File: config.mk
export PLATFORM = sky130hd
export DESIGN_NAME = dmem_ctrl_flat
export DESIGN_NICKNAME = d
export VERILOG_FILES = /design/src/rtl/dmem_ctrl_if.sv /design/src/rtl/dmem_ctrl.sv /design/src/flat_wrapper.sv
export SDC_FILE = /design/constraint.sdc
export NUM_CORES = 1
export LEC_CHECK = 0
export ABC_AREA = 0
export ABC_CLOCK_PERIOD_IN_PS = 4800
export CORE_MARGIN = 4
export CORE_UTILIZATION = 30
export DETAILED_ROUTE_END_ITERATION = 8
export PLACE_DENSITY_LB_ADDON = 0.12
export REMOVE_ABC_BUFFERS = 1
export SETUP_SLACK_MARGIN = 0.15
export SYNTH_ARGS = -nofsm -noshare
export SYNTH_HDL_FRONTEND = slang
export SYNTH_SLANG_ARGS = --single-unit
File: constraint.sdc
create_clock -name clk -period 4.8 [get_ports clk]
set_clock_uncertainty 0.05 [all_clocks]
set_input_delay 0.72 -clock clk [delete_from_list [all_inputs] [get_ports clk]]
set_output_delay 0.72 -clock clk [all_outputs]
set_load 0.01 [all_outputs]
File: src/rtl/dmem_ctrl_if.sv
// Data-memory bus between the MEM-stage controller and the memory.
// Request fields hold steady while mem_req is high; mem_ack is a single-cycle strobe.
interface dmem_ctrl_if;
  logic        mem_req;
  logic        mem_we;
  logic [31:0] mem_addr;
  logic [31:0] mem_wdata;
  logic [3:0]  mem_be;
  logic        mem_ack;
  logic [31:0] mem_rdata;

  modport master (
    output mem_req,
    output mem_we,
    output mem_addr,
    output mem_wdata,
    output mem_be,
    input  mem_ack,
    input  mem_rdata
  );

  modport slave (
    input  mem_req,
    input  mem_we,
    input  mem_addr,
    input  mem_wdata,
    input  mem_be,
    output mem_ack,
    output mem_rdata
  );
endinterface

File: src/rtl/dmem_ctrl.sv
// MEM-stage data memory controller: issues load/store requests, stalls the
// pipeline until ack or timeout, and flags misaligned/unsupported accesses.
module dmem_ctrl #(
  parameter int unsigned TIMEOUT = 15
) (
  input  logic        clk,
  input  logic        reset,
  input  logic [6:0]  EXMEM_opcode_out,
  input  logic [2:0]  EXMEM_funct3_out,
  input  logic [31:0] EXMEM_data_addr_out,
  input  logic [31:0] EXMEM_store_data,
  dmem_ctrl_if.master mem,
  output logic        stall,
  output logic [31:0] MEMWB_data_read,
  output logic        access_err
);
  localparam logic [6:0] OP_LOAD  = 7'b0000011;
  localparam logic [6:0] OP_STORE = 7'b0100011;
  localparam logic [8:0] TO       = 9'(TIMEOUT);

  typedef enum logic [1:0] {IDLE, WAIT, DONE} state_t;

  state_t      state;
  state_t      state_nxt;
  logic [7:0]  cnt;
  logic [8:0]  cnt_inc;
  logic        is_load;
  logic        is_store;
  logic        access;
  logic        fn_ok;
  logic        aligned;
  logic        legal;
  logic        timeout_hit;
  logic [3:0]  be_nxt;
  logic [31:0] wdata_nxt;
  logic [1:0]  lane;

  assign is_load     = EXMEM_opcode_out == OP_LOAD;
  assign is_store    = EXMEM_opcode_out == OP_STORE;
  assign access      = is_load | is_store;
  assign lane        = EXMEM_data_addr_out[1:0];
  assign cnt_inc     = {1'b0, cnt} + 9'd1;
  assign timeout_hit = cnt_inc >= TO;
  assign legal       = access & fn_ok & aligned;

  always_comb begin
    fn_ok   = 1'b0;
    aligned = 1'b0;
    unique case (EXMEM_funct3_out)
      3'd0: begin
        fn_ok   = 1'b1;
        aligned = 1'b1;
      end
      3'd1: begin
        fn_ok   = 1'b1;
        aligned = ~lane[0];
      end
      3'd2: begin
        fn_ok   = 1'b1;
        aligned = lane == 2'b00;
      end
      3'd4: begin
        fn_ok   = is_load;
        aligned = 1'b1;
      end
      3'd5: begin
        fn_ok   = is_load;
        aligned = ~lane[0];
      end
      default: begin
        fn_ok   = 1'b0;
        aligned = 1'b0;
      end
    endcase
  end

  // Loads fetch the whole word; stores replicate data across the lanes
  always_comb begin
    be_nxt    = 4'b1111;
    wdata_nxt = '0;
    if (is_store) begin
      unique case (EXMEM_funct3_out[1:0])
        2'd0: begin
          be_nxt    = 4'b0001 << lane;
          wdata_nxt = {4{EXMEM_store_data[7:0]}};
        end
        2'd1: begin
          be_nxt    = 4'b0011 << lane;
          wdata_nxt = {2{EXMEM_store_data[15:0]}};
        end
        default: begin
          be_nxt    = 4'b1111;
          wdata_nxt = EXMEM_store_data;
        end
      endcase
    end
  end

  always_comb begin
    state_nxt = state;
    unique case (state)
      IDLE: if (access) state_nxt = legal ? WAIT : DONE;
      WAIT: if (mem.mem_ack || timeout_hit) state_nxt = DONE;
      DONE: state_nxt = IDLE;
      default: state_nxt = IDLE;
    endcase
  end

  assign stall = (state == IDLE && legal) || state == WAIT;

  always_ff @(posedge clk or posedge reset) begin
    if (reset) state <= IDLE;
    else       state <= state_nxt;
  end

  always_ff @(posedge clk or posedge reset) begin
    if (reset) begin
      cnt             <= '0;
      mem.mem_req     <= 1'b0;
      mem.mem_we      <= 1'b0;
      mem.mem_addr    <= '0;
      mem.mem_wdata   <= '0;
      mem.mem_be      <= '0;
      MEMWB_data_read <= '0;
      access_err      <= 1'b0;
    end else begin
      access_err <= 1'b0;
      unique case (state)
        IDLE: begin
          if (legal) begin
            cnt           <= '0;
            mem.mem_req   <= 1'b1;
            mem.mem_we    <= is_store;
            mem.mem_addr  <= {EXMEM_data_addr_out[31:2], 2'b00};
            mem.mem_wdata <= wdata_nxt;
            mem.mem_be    <= be_nxt;
          end else if (access) begin
            access_err <= 1'b1;
          end
        end
        WAIT: begin
          // ack takes priority over a timeout landing on the same cycle
          if (mem.mem_ack) begin
            mem.mem_req <= 1'b0;
            if (!mem.mem_we) MEMWB_data_read <= mem.mem_rdata;
          end else if (timeout_hit) begin
            mem.mem_req     <= 1'b0;
            access_err      <= 1'b1;
            MEMWB_data_read <= '0;
          end else begin
            cnt <= cnt_inc[7:0];
          end
        end
        DONE: ;
        default: ;
      endcase
    end
  end
endmodule

File: src/flat_wrapper.sv
// flat-port wrapper written by rule: the top's interface ports become plain ports
module dmem_ctrl_flat 
#(
  parameter int unsigned TIMEOUT = 15
)
  (clk, reset, EXMEM_opcode_out, EXMEM_funct3_out, EXMEM_data_addr_out, EXMEM_store_data, stall, MEMWB_data_read, access_err, mem_mem_req, mem_mem_we, mem_mem_addr, mem_mem_wdata, mem_mem_be, mem_mem_ack, mem_mem_rdata);
  dmem_ctrl_if mem_i ();
  input  logic clk;
  input  logic reset;
  input  logic [6:0] EXMEM_opcode_out;
  input  logic [2:0] EXMEM_funct3_out;
  input  logic [31:0] EXMEM_data_addr_out;
  input  logic [31:0] EXMEM_store_data;
  output logic stall;
  output logic [31:0] MEMWB_data_read;
  output logic access_err;
  output wire logic [$bits(mem_i.mem_req)-1:0] mem_mem_req;
  output wire logic [$bits(mem_i.mem_we)-1:0] mem_mem_we;
  output wire logic [$bits(mem_i.mem_addr)-1:0] mem_mem_addr;
  output wire logic [$bits(mem_i.mem_wdata)-1:0] mem_mem_wdata;
  output wire logic [$bits(mem_i.mem_be)-1:0] mem_mem_be;
  input wire logic [$bits(mem_i.mem_ack)-1:0] mem_mem_ack;
  input wire logic [$bits(mem_i.mem_rdata)-1:0] mem_mem_rdata;
  assign mem_mem_req = mem_i.mem_req;
  assign mem_mem_we = mem_i.mem_we;
  assign mem_mem_addr = mem_i.mem_addr;
  assign mem_mem_wdata = mem_i.mem_wdata;
  assign mem_mem_be = mem_i.mem_be;
  assign mem_i.mem_ack = mem_mem_ack;
  assign mem_i.mem_rdata = mem_mem_rdata;
  dmem_ctrl #(.TIMEOUT(TIMEOUT)) u_core (.clk(clk), .reset(reset), .EXMEM_opcode_out(EXMEM_opcode_out), .EXMEM_funct3_out(EXMEM_funct3_out), .EXMEM_data_addr_out(EXMEM_data_addr_out), .EXMEM_store_data(EXMEM_store_data), .mem(mem_i), .stall(stall), .MEMWB_data_read(MEMWB_data_read), .access_err(access_err));
endmodule
==> impl_metrics.json <==
{
  "synthAdderAreaFrac_pct": 0.5126,
  "grt-ovfl-total": 0,
  "arrival_ns": 2.67,
  "critPathMaxStageDelay_ns": 0.54,
  "rows": 46,
  "p_switching_uw": 589.1,
  "min_path_type": "reg2reg",
  "critPathKind": "in2out",
  "yosys-top-cells-count": "111 x dfrtp_1, 82 x nand2_1, 47 x mux2_2",
  "p_leak_uw": 0.003255,
  "remaining_drc_errors": 0,
  "yosysTopAreaCell": "dfrtp_1",
  "fin_setup_tns_ns": 0,
  "p_sw_share_pct": 25.37,
  "cts_tree": "yes",
  "final_cells": 839,
  "synth_mux_area_share_pct": 12.48,
  "post-place-cells": 823,
  "post_cts_buffers": 0,
  "die-area_um2": 18380,
  "maxCapViolations": 0,
  "hpwlAfterDp_um": 9756,
  "first_pass_iters": 5,
  "finalHoldWorstSlack_ns": 0.4324,
  "synth_cells": 417,
  "grt_pass1_wl_um": 21530,
  "power_uw": 2322,
  "slew_viol_final": 0,
  "seqPwrFrac_pct": 47.1,
  "ant_nets": 0,
  "synthTopCellsByArea": "dfrtp_1 57%, mux2_2 11%, nand2_1 6.3%, a22o_1 5.9%, o21ai_0 4.7%",
  "power_density_nw_per_um2": 313.9,
  "cp_data_required_time_ns": 4.03,
  "num-nets-final": 729,
  "synth-compound-area-share_pct": 14.58,
  "cp_max_fo": 2,
  "synth_enable_flop_cells": 0,
  "dr_total_vias": 3834,
  "clock_latency_ns": 0.34,
  "fin_crit_ns": 3.437,
  "cts_buffers": 9,
  "ys_ff_latch": 111,
  "drt_wl_total_um": 13450,
  "antenna_found_initial": 0,
  "multiInputGateArea_um2": 1899,
  "wl_per_cell_um": 16.03,
  "synth-xor-area-share_pct": 0.5382,
  "finalHoldViolCount": 0,
  "ys_seq_area_share_pct": 56.89,
  "synth.distinct_cells": 43,
  "ios": 213,
  "coreArea_um2": 15940,
  "relSlewSlack_pct": 28.64,
  "area.sequential_um2": 2778,
  "drive_gt1_share_pct": 13.00,
  "initial_core_util_pct": 30.62,
  "ir_drop_mv": 0.1493,
  "combPwrFrac_pct": 22.7,
  "synth-simple-area-share_pct": 10.38,
  "fin_util_pct": 46.41,
  "end_kind": "output pin",
  "setup-violations-final": 0,
  "p_clk_share_pct": 30.2,
  "crit_top_cell": "clkdlybuf4s50_1",
  "cp_cell_sequence": "clkdlybuf4s50_1, or4_4, nor4_4, o21ai_4, nand2_1, clkdlybuf4s50_1",
  "rsz0062_at_grt": "no",
  "cts_root_buffer": "clkbuf_16",
  "fin_crit_sh_pct": 71.59,
  "synth_most_common_cell": "dfrtp_1",
  "clock-sinks": 111,
  "die_h_um": 135.6,
  "drt_iter0_drc": 156,
  "area_growth_pct": 51.56,
  "tightest_slew_ns": 1.070,
  "grt_pass1_vias": 4070,
  "cp-start-kind": "input port",
  "clockBufferDepth": 2,
  "fmax_ghz": 0.2910,
  "yosys_warnings": 0,
  "gr-usage-all-layers_pct": 14.93,
  "gp_congestion": 0.7475,
  "ctsResizeCount": 0,
  "n_antenna_cell": 0,
  "io_buffers": 210,
  "die_w_um": 135.6,
  "nFillCells": 1522,
  "internal-power_uw": 1733,
  "synth_top_area_share_pct": 56.89,
  "synth_flop_cell": "dfrtp_1",
  "synth_top_family_by_area": "compound AO/OA/AOI/OAI gates",
  "via_per_inst": 4.570,
  "cp_slowest_cell": "or4_4",
  "syn_area_um2": 4882,
  "hold_buffers": 0,
  "grt_max_degree": 107,
  "h-tree-depth": 3,
  "clk_pin_slew_ns": 0.07,
  "syn_area_per_cell_um2": 11.71,
  "ys_async_sr_fraction_pct": 100.0,
  "status": "complete, no violations"
}
==> cell usage in the layout (no fill, tap or decap), types with 3 or more instances in the layout <==
cell type and n:
a21oi_1 3, dfrtp_1 111, a22o_1 33, nand2_1 82, nand2b_1 3, buf_4 7
mux2i_1 8, inv_1 4, o21ai_0 46, clkbuf_16 9, clkdlybuf4s50_1 210, and2_1 4
nor2_1 12, mux2_2 47
==> critical path: cells and delay by family <==
kind / cells / cell delay, ns
buffers and inverters: 2 / 0.94
AND/OR/NAND/NOR: 3 / 0.92
AO/OA/AOI/OAI: 1 / 0.09
==> per-stage QoR <==
step | setup WS (ns) | instance area, um2
after global routing | 1.313 | 7400
after CTS | 1.350 | 7400
after global placement | 1.374 | 7123
after floorplan | 0.7676 | 4683
after detailed placement | 1.358 | 7123
final | 1.363 | 7400
==> sequential cells by signal, summed over array words and instances, names as in the netlist <==
register and flops:
u_core.MEMWB_data_read 32, u_core.mem.mem_req 1, u_core.mem.mem_wdata 32, u_core.mem.mem_we 1
u_core.access_err 1, u_core.cnt 8, u_core.mem.mem_addr 30, u_core.state 2
u_core.mem.mem_be 4
==> layout make-up <==
class	instances	share of cell area, %
sequential	111	37.54
timing repair buffer	217	29.12
multi-input combinational	274	25.67
tap	216	3.652
clock buffer	11	3.280
clock inverter	5	0.4565
inverter	5	0.2875
==> power groups by stage <==
stage | combinational, uW | clock [uW] | sequential, uW
finish | 528 | 701 | 1090
global route | 571 | 777 | 1110
CTS | 539 | 741 | 1090
detailed placement | 536 | 0 | 1110
global placement | 533 | 0 | 1110
floorplan | 134 | 0 | 1160
==> kinds of logic (layout without fill, tap and decap cells) <==
| group | count (synthesis) | after routing |
|---|---|---|
| flip-flops | 111 | 111 |
| AO/OA/AOI/OAI | 97 | 97 |
| buffers and inverters | 33 | 238 |
| AND/OR/NAND/NOR | 115 | 115 |
| adder cells (fa/ha/maj) | 2 | 2 |
| other | 1 | 2 |
| XOR/XNOR | 3 | 3 |
| multiplexers | 55 | 55 |
==> path summary, 6_finish.rpt <==
kind / from / endpoint / slack (ns) / cells after the start
worst max-delay path: EXMEM_opcode_out[3] / stall / 1.36 / 6
worst min-delay path: u_core.mem.mem_wdata[5]$_DFFE_PP0P_ / u_core.mem.mem_wdata[5]$_DFFE_PP0P_ / 0.43 / 2
worst max register to register: u_core.cnt[0]$_DFFE_PP0P_ / u_core.MEMWB_data_read[17]$_DFFE_PP0P_ / 2.25 / 6
worst min register to register: u_core.mem.mem_wdata[5]$_DFFE_PP0P_ / u_core.mem.mem_wdata[5]$_DFFE_PP0P_ / 0.43 / 2
max in group asynchronous: reset / u_core.MEMWB_data_read[23]$_DFFE_PP0P_ / 3.07 / 3
min in group asynchronous: reset / u_core.mem.mem_addr[8]$_DFFE_PP0P_ / 0.63 / 2
==> per-layer routing <==
| layer | wire [um] | vias up | GRT usage, % |
|---|---|---|---|
| li1 | - | 1868 | - |
| met1 | 5608 | 1810 | 18.26 |
| met2 | 6305 | 148 | 24.03 |
| met3 | 1404 | 8 | 6.612 |
| met4 | 132 | 0 | 4.087 |
| met5 | 0 | - | 0 |
(Power assumes the default switching activity.)
